File: src/rtl/bullet_pool.sv
// rtl/bullet_pool.sv - fixed pool of projectile slots advanced once per frame.
// Optional fire cooldown enabled by defining BULLET_COOLDOWN_EN.
module bullet_pool #(
  parameter int N_BULLETS = 4,
  parameter int STEP      = 2,
  parameter int SIZE      = 3,
  parameter int X_MAX     = 639,
  parameter int Y_MAX     = 479,
  parameter int COOLDOWN  = 8
) (
  input  logic                     frame_clk,
  input  logic                     Reset,
  input  logic [9:0]               OriginX,
  input  logic [9:0]               OriginY,
  input  logic                     shoot,
  input  logic [1:0]               Direction,
  output logic [N_BULLETS*10-1:0]  BulletX,
  output logic [N_BULLETS*10-1:0]  BulletY,
  output logic [N_BULLETS-1:0]     active,
  output logic                     fire_ack,
  output logic                     pool_full
);

  localparam logic signed [10:0] STEP_S = 11'(STEP);
  localparam logic signed [10:0] LO_S   = 11'(SIZE);
  localparam logic signed [10:0] HI_X_S = 11'(X_MAX - SIZE);
  localparam logic signed [10:0] HI_Y_S = 11'(Y_MAX - SIZE);

  logic [9:0]              pos_x [N_BULLETS];
  logic [9:0]              pos_y [N_BULLETS];
  logic [1:0]              dir   [N_BULLETS];
  logic signed [10:0]      nxt   [N_BULLETS];
  logic [N_BULLETS-1:0]    retire;
  logic [N_BULLETS-1:0]    load;
  logic                    shoot_d;
  logic                    show_origin;
  logic                    fire_req;
  logic                    fire_ok;
  logic                    taken;

  assign pool_full = &active;
  assign fire_req  = shoot & ~shoot_d;

`ifdef BULLET_COOLDOWN_EN
  logic [7:0] cool;

  always_ff @(posedge frame_clk or posedge Reset) begin
    if (Reset) begin
      cool <= 8'd0;
    end else if (|load) begin
      cool <= 8'(COOLDOWN);
    end else if (cool != 8'd0) begin
      cool <= cool - 8'd1;
    end
  end

  assign fire_ok = fire_req & ~pool_full & (cool == 8'd0);
`else
  logic cooldown_unused;
  assign cooldown_unused = ^8'(COOLDOWN);
  assign fire_ok = fire_req & ~pool_full;
`endif

  // Lowest-index slot that was free before this edge gets the new bullet.
  always_comb begin
    load  = '0;
    taken = 1'b0;
    for (int i = 0; i < N_BULLETS; i++) begin
      if (!active[i] && !taken) begin
        load[i] = fire_ok;
        taken   = 1'b1;
      end
    end
  end

  always_comb begin
    retire = '0;
    for (int i = 0; i < N_BULLETS; i++) begin
      case (dir[i])
        2'b00:   nxt[i] = $signed({1'b0, pos_x[i]}) - STEP_S;
        2'b01:   nxt[i] = $signed({1'b0, pos_x[i]}) + STEP_S;
        2'b10:   nxt[i] = $signed({1'b0, pos_y[i]}) + STEP_S;
        default: nxt[i] = $signed({1'b0, pos_y[i]}) - STEP_S;
      endcase
      if (dir[i][1]) retire[i] = (nxt[i] < LO_S) || (nxt[i] > HI_Y_S);
      else           retire[i] = (nxt[i] < LO_S) || (nxt[i] > HI_X_S);
    end
  end

  always_ff @(posedge frame_clk or posedge Reset) begin
    if (Reset) begin
      active      <= '0;
      fire_ack    <= 1'b0;
      shoot_d     <= 1'b0;
      show_origin <= 1'b1;
      for (int i = 0; i < N_BULLETS; i++) begin
        pos_x[i] <= '0;
        pos_y[i] <= '0;
        dir[i]   <= 2'b00;
      end
    end else begin
      shoot_d     <= shoot;
      fire_ack    <= |load;
      show_origin <= 1'b0;
      for (int i = 0; i < N_BULLETS; i++) begin
        if (load[i]) begin
          pos_x[i]  <= OriginX;
          pos_y[i]  <= OriginY;
          dir[i]    <= Direction;
          active[i] <= 1'b1;
        end else if (active[i]) begin
          // A retiring slot keeps its last on-field position for one frame.
          if (retire[i])       active[i] <= 1'b0;
          else if (dir[i][1])  pos_y[i]  <= nxt[i][9:0];
          else                 pos_x[i]  <= nxt[i][9:0];
        end else begin
          pos_x[i] <= OriginX;
          pos_y[i] <= OriginY;
        end
      end
    end
  end

  // While in reset (until the first edge) positions follow the live origin.
  always_comb begin
    BulletX = '0;
    BulletY = '0;
    for (int i = 0; i < N_BULLETS; i++) begin
      BulletX[10*i +: 10] = show_origin ? OriginX : pos_x[i];
      BulletY[10*i +: 10] = show_origin ? OriginY : pos_y[i];
    end
  end

endmodule
File: config.mk
export PLATFORM = sky130hd
export DESIGN_NAME = bullet_pool
export DESIGN_NICKNAME = d
export VERILOG_FILES = /design/src/rtl/bullet_pool.sv
export SDC_FILE = /design/constraint.sdc
export NUM_CORES = 1
export LEC_CHECK = 0
export CAP_MARGIN = 5
export CORE_MARGIN = 2
export CORE_UTILIZATION = 37
export CTS_BUF_LIST = sky130_fd_sc_hd__clkbuf_4 sky130_fd_sc_hd__clkbuf_8
export DETAILED_ROUTE_END_ITERATION = 12
export PLACE_DENSITY_LB_ADDON = 0.08
export SETUP_SLACK_MARGIN = 0.1
export SLEW_MARGIN = 20
export SYNTH_ARGS = -nofsm -noshare
export SYNTH_HDL_FRONTEND = slang
export SYNTH_SLANG_ARGS = --single-unit
File: constraint.sdc
create_clock -name frame_clk -period 5.76 [get_ports frame_clk]
set_input_delay 1.152 -clock frame_clk [delete_from_list [all_inputs] [get_ports frame_clk]]
set_output_delay 1.152 -clock frame_clk [all_outputs]
set_load 0.03 [all_outputs]
# [Word-level counts from Yosys, hierarchy flattened]
# Index checks and enable logic that the tools add are counted.
[word_totals] register_bits=95 input_bits=25 wordCells=165
[op_classes] bitwise=4 addsub=16 eq_ne=20 muxes=67 n_reduce_logical=30 order_cmp=12
[op_table] op="10-bit two-way mux" count=40
[op_table] op="11-bit one-hot mux with 3 select lines" count=4
[op_table] op="10-bit by 2-bit adder with 11-bit output, second input constant" count=8
[op_table] op="10-bit by 2-bit subtractor with 11-bit output, second input constant" count=8
[op_table] op="11-bit by 10-bit > comparator with 1-bit output, second input constant" count=4
[op_table] op="11-bit > comparator, second input constant" count=4
[op_table] op="11-bit by 3-bit < comparator with 1-bit output, second input constant" count=4
[op_table] op="3-bit by 2-bit != test with 1-bit output, second input constant" count=8
[op_table] op="1-bit two-way mux" count=23
[op_table] op="2-bit AND reduction" count=8
[op_table] op="3-bit by 1-bit != test with 1-bit output, second input constant" count=4
[op_table] op="2-bit by 1-bit equality test with 1-bit output, second input constant" count=4
[op_table] op="2-bit equality test, second input constant" count=4
[op_table] op="2-bit zero test" count=4
[op_table] op="1-bit logical OR" count=8
[op_table] op="1-bit zero test" count=5
[op_table] op="4-bit AND reduction" count=1
[op_table] op="4-bit OR reduction" count=1
[op_table] op="1-bit logical AND" count=3
[op_table] op="1-bit bitwise AND" count=2
[op_table] op="1-bit NOT" count=2

# [Depth between registers and ports, before layout]
# Gate-level depths: netlist of run 1.
[depth] ltp_word=11 mapped_depth=17 ltp_nobuf=13

# [Worst setup path after synthesis of run 1]
# No wires, ideal clock.
[synth_path] path_kind="reg2reg" startpoint="reg dir[0] (netlist name)" endpoint="reg pos_y[8] (netlist name)" period_less_slack_ns=3.880 arrival_time_ns=3.754 required_time_ns=5.634 setup_time_ns=0.126 setup_slack_ns=1.880 path_stages_with_launch=16 n_path_buf=3 path_cell_list="dfrtp_1 clkbuf_1 nor2b_1 mux2i_1 inv_1 ha_1 clkbuf_1 and4b_1 o21ai_0 a21oi_1 a221o_1 or4_1 nor3_2 nor4b_4 buf_6 a221o_1"
[synth_between] elab_chain_cells=7 word_cells_on_any_way=16
[synth_lines] item="from (decl)" line_no="31" rtl="logic [1:0] dir [N_BULLETS];"
[synth_lines] item="from (signal, indexed assignment)" line_no="109" rtl="dir[i] <= Direction;"
[synth_lines] item="2-bit equality test (tied with other cells)" line_no="79" rtl="case (dir[i])"
[synth_lines] item="11-bit one-hot mux with 3 select lines *" line_no="79"
[synth_lines] item="11-bit by 3-bit < comparator with 1-bit output (tied with other cells)" line_no="85, 86"
[synth_lines] item="1-bit logical OR, on equally long branches" line_no="86, 85"
[synth_lines] item="1-bit two-way mux" line_no="85" rtl="if (dir[i][1]) retire[i] = (nxt[i] < LO_S) || (nxt[i] > HI_Y_S);"
[synth_lines] item="3-bit by 2-bit != test with 1-bit output (no line)"
[synth_lines] item="2-bit AND reduction (no line)"
[synth_lines] item="to (signal, indexed assignment)" line_no="108" rtl="pos_y[i] <= OriginY;"
[synth_lines] item="to (signal, indexed assignment)" line_no="114" rtl="else if (dir[i][1]) pos_y[i] <= nxt[i][9:0];"
[synth_lines] item="to (signal, indexed assignment)" line_no="118" rtl="pos_y[i] <= OriginY;"
[synth_lines] item="to (decl)" line_no="30" rtl="logic [9:0] pos_y [N_BULLETS];"
# Every way passes the cells marked *; elsewhere a longest branch is shown, timed or not. The select of a mux whose other input is x is not followed.
# A chain may end at the register's enable or synchronous reset.

# [Worst setup path after layout of run 1]
[layout_path] startpoint="reg dir[0] (netlist name)" endpoint="reg pos_y[7] (netlist name)"
# The elaborated chain is that of the path after synthesis.

==> results.txt, run 1 <==
----------------------------------------------------
[Power and ir drop]
  Power per Cell Area ... 518 nW/µm²
  Standby leakage power ... 4.25 nW
  Worst IR drop on VDD ... 0.237 mV
  Post-layout power ... 5.78 mW

[Global route]
  Remaining global-route overflow ... 0
  Gr usage total ... 30.2%
  First-pass GRT wire length ... 65.1 mm
  Pin count of the biggest net entering global routing ... 68
  Via count of the first global-routing pass ... 10,300
  Number of antenna violations at the first check in global routing ... 1

[Timing]
  Clock skew after layout ... 0.0147 ns
  Setup_tns ... 0 ns
  Final clock period utilization by the worst path ... 80.8%
  Number of failing hold endpoints at the final stage ... 0
  Period minus WS final ... 4.65 ns
  Final setup fails ... 0
  Slew Viols, Final ... 0
  Unrepaired setup endpoints after global routing ... false
  Slew HR ... 36.1%
  Slew at the pin with the worst max-slew slack ... approximately 0.96 ns
  Fmax ... 215 MHz

[Critical path]
  Maximum fanout along the worst path ... 20
  Crit-path leading delay family ... compound AO/OA/AOI/OAI gates
  Startpoint Class ... register
  Buffer and inverter count on the worst path ... 2
  CP Class ... reg -> reg
  CP max stage delay ... 0.75 ns
  Critical Path Sink Type ... register
  Cell breakdown of the critical path ... buf_4 -> nor2b_1 -> mux2i_1 -> inv_1 -> ha_1 -> and4b_1 -> o21ai_0 -> a21oi_1 -> a221o_1 -> a41oi_1 -> or4_1 -> nor4b_4 -> o22ai_1 -> a31oi_1
  CP required ... 6.08 ns
  Critical Path Slowest Stage Cell ... sky130_fd_sc_hd__nor4b_4
  Arrival time of data at the critical path endpoint ... 4.97 ns

[Logic synthesis]
  Synthesized flop and latch total ... 95
  Synth area leaders ... sky130_fd_sc_hd__dfrtp_1 (24%), sky130_fd_sc_hd__o21ai_0 (7.5%), sky130_fd_sc_hd__nand2_1 (4.3%), sky130_fd_sc_hd__xnor2_1 (3.9%), sky130_fd_sc_hd__inv_1 (3.7%)
  Post-synthesis cell count ... 1,334
  Cell Area, Synth ... 9700 µm²
  Top-count cell post-synth ... sky130_fd_sc_hd__o21ai_0
  Sequential fraction of the synthesis area ... 24.5%
  Top-area cell type share of the netlist area ... about a quarter
  Count of unique library cells instantiated by Yosys ... 88
  Synthesized area per cell ... 7.27 µm²
  Count of warnings emitted by yosys ... 0
  Synth Flop Type ... sky130_fd_sc_hd__dfrtp_1
  Post-synth EDFFs ... 0
  Yosys top cell by area ... sky130_fd_sc_hd__dfrtp_1
  Post-synth top cells ... sky130_fd_sc_hd__o21ai_0 (146), sky130_fd_sc_hd__nand2_1 (111), sky130_fd_sc_hd__inv_1 (96)
  Post-Syn Nets ... approximately 1,400
  Synth async-reset ratio ... 100%

[CTS]
  Number of post-CTS setup repair buffers ... 0
  Clock-pin slew of the registers on the worst-case setup and hold paths ... 0.12 ns
  Level count of the clock H-tree ... 3
  CTS sink count ... 95
  TritonCTS clock tree ... done
  Number of gates resized after cts ... 0
  Clock tree root driver cell ... sky130_fd_sc_hd__clkbuf_8
  Cts bufs inserted ... 9
  Clock latency of the later-clocked register in the worst-skew pair ... 0.40 ns
  Number of buffers on the longest clock path ... 2
  Hold-fix buffers, CTS ... 0

[Drt]
  Via-per-instance ratio ... 6.50
  Number of violations reported at the end of detailed-routing iteration 0 ... 1,315
  Total via count after detailed routing ... 11,200
  First-pass DRT Iterations ... 6
  Average wire length per cell after detail routing ... 24.9 µm
  Total wire length ... 42.7 mm
  DRC violations left ... 0
  Antenna viol nets, final ... 0

[Floorplanning]
  Effective utilization at floorplan ... 37.4%
  Chip width ... about 170 µm
  Die Ht ... between 150 and 200 µm
  Full die area ... 27,500 µm²
  Count of standard-cell rows ... 59
  Area of the placeable core ... 25,900 µm²
  Count of pins on the block boundary ... between 100 and 150

[Layout]
  Antenna diode instance count ... 0
  Area delta synth->final ... 15.2%
  Share of post-route cells with drive strength above 1 ... 6.44%
  Final-stage net count ... 1,406

[Placement]
  Final HPWL DP ... about 32 mm
  Weighted congestion at the end of routability-driven global placement ... 0.952
  IO Port Bufs ... 110

[Flow run]
  Count of max-cap constraint violations ... 0

[Hold path]
  Worst hold-check path type ... reg -> reg

[Status]
  Status ... completed

----------------------------------------------------
layout by cell type, fill, tap and decap left out, types with 34 or more instances in the layout:
cell type                         count
sky130_fd_sc_hd__nor2_1              95
sky130_fd_sc_hd__nor3_1              39
sky130_fd_sc_hd__xnor2_1             43
sky130_fd_sc_hd__dfrtp_1             94
sky130_fd_sc_hd__a21oi_1             39
sky130_fd_sc_hd__nand3_1             55
sky130_fd_sc_hd__o21ai_0            146
sky130_fd_sc_hd__clkdlybuf4s50_1    110
sky130_fd_sc_hd__nand4_1             36
sky130_fd_sc_hd__nand2_1            111
sky130_fd_sc_hd__a31oi_1             54
sky130_fd_sc_hd__mux2i_1             34
sky130_fd_sc_hd__inv_1               95
report_power, final:
part / leakage (nW) / switching [mW] / internal (mW) / total (mW)
Clock: 0.0884 / 0.291 / 0.169 / 0.460
Sequential: 1.12 / 0.551 / 0.895 / 1.45
Combinational: 3.04 / 2.52 / 1.35 / 3.88
Total: 4.25 / 3.36 / 2.42 / 5.78
logic make-up after synthesis:
logic type | synth area share, %
AOI/OAI and AO/OA | 30.1
xor gates and xnor gates | 4.25
adders and majority gates | 0.516
buffers and inverters | 8.34
DFF | 24.5
muxes | 5.48
other | 0.0387
and+or+nand+nor | 26.8
through the flow:
| stage | setup slack, ns | cells | hold slack [ns] | instance area, µm² | utilization, % |
|---|---|---|---|---|---|
| 4_1_cts | 1.14 | 1717 | 0.555 | 11200 | 43.1 |
| 6_report | 1.11 | 1717 | 0.554 | 11200 | 43.1 |
| 2_1_floorplan | 1.88 | 1334 | 0.502 | 9700 | - |
| 5_1_grt | 0.916 | 1717 | 0.575 | 11200 | 43.1 |
| 3_5_place_dp | 1.19 | 1701 | 0.529 | 11000 | 42.4 |
| 3_3_place_gp | 1.17 | 1701 | 0.531 | 11000 | 42.4 |
flip-flops by register name, summed over array words and instances (netlist names):
| name | count |
|---|---|
| pos_y | 40 |
| fire_ack | 1 |
| show_origin | 1 |
| dir | 8 |
| pos_x | 40 |
| active | 4 |
| shoot_d | 1 |
path summary, 6_finish.rpt:
| kind | cells past startpoint | to | slack, ns | from |
|---|---|---|---|---|
| max in group asynchronous | 3 | pos_y[13] | 3.44 | Reset |
| worst max-delay path | 14 | pos_y[7] | 1.11 | dir[0] |
| worst max register to register | 14 | pos_y[7] | 1.11 | dir[0] |
| worst min-delay path | 1 | pos_x[10] | 0.55 | pos_x[10] |
| min in group asynchronous | 2 | active[3] | 1.26 | Reset |
| worst min register to register | 1 | pos_x[10] | 0.55 | pos_x[10] |
layout make-up:
| type | count | area [µm²] |
|---|---|---|
| clock buffers | 10 | 131 |
| clock inverters | 6 | 52.6 |
| fillers | 2724 | 14700 |
| inverters | 98 | 370 |
| multi-input cells | 1035 | 6510 |
| flip-flops and latches | 95 | 2380 |
| well taps | 335 | 419 |
| repair buffers | 138 | 1310 |
per-layer routing:
metal / wire [µm] / track usage, % / vias up
met5: 13 / 0 / -
met4: 1650 / 12.4 / 2
met3: 2890 / 4.15 / 79
met2: 19500 / 47.6 / 533
met1: 18600 / 41.8 / 5454
li1: - / - / 5094
worst register-to-register path, cell delays in order, from the launching register on:
cell and delay, ns:
sky130_fd_sc_hd__dfrtp_1 0.38, sky130_fd_sc_hd__buf_4 0.20, sky130_fd_sc_hd__nor2b_1 0.22, sky130_fd_sc_hd__mux2i_1 0.63
sky130_fd_sc_hd__inv_1 0.10, sky130_fd_sc_hd__ha_1 0.31, sky130_fd_sc_hd__and4b_1 0.23, sky130_fd_sc_hd__o21ai_0 0.15
sky130_fd_sc_hd__a21oi_1 0.08, sky130_fd_sc_hd__a221o_1 0.40, sky130_fd_sc_hd__a41oi_1 0.23, sky130_fd_sc_hd__or4_1 0.16
sky130_fd_sc_hd__nor4b_4 0.75, sky130_fd_sc_hd__o22ai_1 0.45, sky130_fd_sc_hd__a31oi_1 0.27
Note: power is estimated with default switching activity, not from simulation.
==> inputs of run 2 (changes only) <==
==> constraint.sdc (replaced) <==
create_clock -name frame_clk -period 4.69 [get_ports frame_clk]
set_input_delay 0.938 -clock frame_clk [delete_from_list [all_inputs] [get_ports frame_clk]]
set_output_delay 0.938 -clock frame_clk [all_outputs]
set_load 0.03 [all_outputs]
==> run 2 against run 1 <==
Routed wire length decreased by 0.13%. Total power grew 24%. Clock skew is 0.0025 ns lower. First-iteration DRC count grew 5.9%. Largest power group unchanged. Highest routed layer is now met4. Fmax grew 14%. Utilization grew 0.48 points. Global-route usage decreased by 0.13 points. Combinational power increased by 25%. Critical path depth down 1. Largest cell class unchanged.
==> results.txt, run 2 (synthesis gave the netlist of run 1 again) <==
----------------------------------------------------
[Power and ir drop]
  Sw Share ... 57.5% (-0.69 points)
  Power share of the clock group ... 7.8% (-0.2 points)
  Worst IR drop on VDD ... 0.248 mV (+5.0%)
  Comb pwr share ... 67.9% (+0.9 points)
  Part of the total power dissipated in sequential elements ... 24.2% (-0.8 points)
  Post-layout power ... 7.16 mW (+24%)
  Power per Cell Area ... 634 nW/µm² (+22%)
  Standby leakage power ... 4.32 nW (+1.7%)
  Internal ... 3.04 mW (+26%)
  Switching Power ... 4.12 mW (+22%)

[Layout]
  Most common cell after layout, fill and taps aside ... sky130_fd_sc_hd__o21ai_0
  Share of post-route cells with drive strength above 1 ... 7.45% (+1.0 points)
  Leading cell types in the layout, fill and taps excluded ... sky130_fd_sc_hd__o21ai_0 (146), sky130_fd_sc_hd__nand2_1 (111), sky130_fd_sc_hd__clkdlybuf4s50_1 (110), sky130_fd_sc_hd__inv_1 (95), sky130_fd_sc_hd__nor2_1 (95)
  Largest registers ... pos_x: 40 flops, pos_y: 40 flops, dir: 8 flops
  Area delta synth->final ... 16.5%
  Final-stage net count ... 1,421 (+1.1%)
  Antenna diode instance count ... 0 (unchanged)
  Layout Cell Area excl Fill ... 11,300 µm² (+1.1%)

[Drt]
  Total wire length ... 42.6 mm (-0.13%)
  Antenna viol nets, final ... 0 (unchanged)
  First-pass DRT Iterations ... 5 (-1)
  Total via count after detailed routing ... 11,100 (-0.24%)
  Number of violations reported at the end of detailed-routing iteration 0 ... 1,392 (+5.9%)
  Via-per-instance ratio ... 6.43 (-1.0%)
  Average wire length per cell after detail routing ... 24.6 µm (-0.94%)
  DRC violations left ... 0 (unchanged)

[Timing]
  Final setup fails ... 0 (unchanged)
  Setup_tns ... 0 ns (unchanged)
  Unrepaired setup endpoints after global routing ... false
  Period minus WS final ... 4.09 ns (-0.564 ns)
  Slew Viols, Final ... 0 (unchanged)
  Slew HR ... 36.6% (+0.48 points)
  Fmax ... 245 MHz (+14%)
  Final Worst Setup Slack ... 0.601 ns (-0.506 ns)
  Final hold slack ... 0.551 ns (-0.00221 ns)
  Final clock period utilization by the worst path ... 87.2% (+6.4 points)
  Clock skew after layout ... 0.0122 ns (-0.00253 ns)
  Number of failing hold endpoints at the final stage ... 0 (unchanged)
  Slew at the pin with the worst max-slew slack ... 0.942 ns (-0.0158 ns)

[Critical path]
  Arrival time of data at the critical path endpoint ... 4.38 ns (-0.59 ns)
  Maximum fanout along the worst path ... 15 (-25%)
  CP required ... 4.98 ns (-1.10 ns)
  Startpoint Class ... register
  CP Class ... reg -> reg
  R2r startpoint ... dir[6]
  Critical path launch point ... dir[6]
  Critical Path Sink Type ... register

[Global route]
  Gr usage total ... 30.1% (-0.13 points)
  Number of antenna violations at the first check in global routing ... 0 (-1)
  First-pass GRT wire length ... 65.0 mm (-0.14%)
  Pin count of the biggest net entering global routing ... 94 (+38%)
  Remaining global-route overflow ... 0 (unchanged)
  Via count of the first global-routing pass ... 10,200 (-1.5%)

[Hold path]
  Worst hold-check path type ... reg -> reg
  Start point of the worst min-delay path ... pos_x[10]

[CTS]
  Level count of the clock H-tree ... 3 (unchanged)
  CTS sink count ... 95 (unchanged)
  Clock tree root driver cell ... sky130_fd_sc_hd__clkbuf_8
  Number of buffers on the longest clock path ... 2 (unchanged)
  Hold-fix buffers, CTS ... 0 (unchanged)
  Number of post-CTS setup repair buffers ... 0 (unchanged)
  TritonCTS clock tree ... done
  Clock latency of the later-clocked register in the worst-skew pair ... 0.39 ns (about the same)
  Cts bufs inserted ... 9 (unchanged)
  Clock-pin slew of the registers on the worst-case setup and hold paths ... 0.10 ns (-0.02 ns)
  Number of gates resized after cts ... 0 (unchanged)

[Floorplanning]
  Count of pins on the block boundary ... 111 (unchanged)
  Area of the placeable core ... 25,900 µm² (unchanged)
  Chip width ... 166 µm (unchanged)
  Die Ht ... 166 µm (unchanged)
  Effective utilization at floorplan ... 37.4% (unchanged)
  Full die area ... 27,500 µm² (unchanged)
  Count of standard-cell rows ... 59 (unchanged)

[Status]
  Status ... completed

[Placement]
  Worst-case setup slack after placement ... 0.698 ns (-0.488 ns)
  Weighted congestion at the end of routability-driven global placement ... 0.935 (-1.8%)
  Area after detailed placement ... 11,100 µm² (+1.2%)
  Final HPWL DP ... 31.5 mm (-0.18%)
  IO Port Bufs ... 110 (unchanged)

[Flow run]
  Count of max-cap constraint violations ... 0 (unchanged)

----------------------------------------------------
## run 2: metrics by stage
step | utilization [%] | cells
after global placement | 42.9 | 1716
after CTS | 43.6 | 1731
after floorplan | - | 1334
after detailed placement | 42.9 | 1716
final | 43.6 | 1731
after global routing | 43.6 | 1731
## run 2: power groups by stage
stage                     Combinational (mW)  Sequential, mW  Clock (mW)
after floorplan                         3.51            1.38           0
after global placement                  4.75            1.72           0
after detailed placement                4.75            1.72           0
after CTS                               4.76            1.70       0.562
after global routing                    5.24            1.78       0.595
final                                   4.86            1.74       0.562
## run 2: layout make-up
| class | count | area (µm²) |
|---|---|---|
| Clock buffer | 11 | 145 |
| Clock inverter | 4 | 31.3 |
| Fill cell | 2698 | 14600 |
| Inverter | 98 | 373 |
| Multi-Input combinational cell | 1035 | 6510 |
| Sequential cell | 95 | 2380 |
| Tap cell | 335 | 419 |
| Timing Repair Buffer | 153 | 1440 |
## run 2: worst paths after layout
check	end	depth (start not counted)	slack [ns]
worst max-delay path	pos_y[35]	13	0.60
worst min-delay path	pos_x[10]	1	0.55
worst max register to register	pos_y[35]	13	0.60
worst min register to register	pos_x[10]	1	0.55
max in group asynchronous	dir[3]	3	2.94
min in group asynchronous	pos_y[8]	2	1.05
## run 2: layer usage
layer / track usage [%] / vias up / wire, µm
met2: 47.3 / 510 / 19400
met1: 42.5 / 5458 / 18800
met5: 0 / - / 0
met3: 3.29 / 62 / 2660
met4: 11.6 / 0 / 1700
li1: - / 5105 / -
## run 2: worst max-delay path, cell delays in order, from the launching register on
cell and delay, ns:
sky130_fd_sc_hd__dfrtp_1 0.47, sky130_fd_sc_hd__nor2b_1 0.27, sky130_fd_sc_hd__mux2i_1 0.41, sky130_fd_sc_hd__inv_1 0.09, sky130_fd_sc_hd__ha_1 0.29, sky130_fd_sc_hd__nor2b_1 0.20
sky130_fd_sc_hd__a21oi_1 0.16, sky130_fd_sc_hd__xnor2_1 0.14, sky130_fd_sc_hd__o221ai_1 0.22, sky130_fd_sc_hd__nor4_1 0.35, sky130_fd_sc_hd__nor3b_1 0.41, sky130_fd_sc_hd__o21a_1 0.58
sky130_fd_sc_hd__o31ai_1 0.15, sky130_fd_sc_hd__a31o_2 0.25
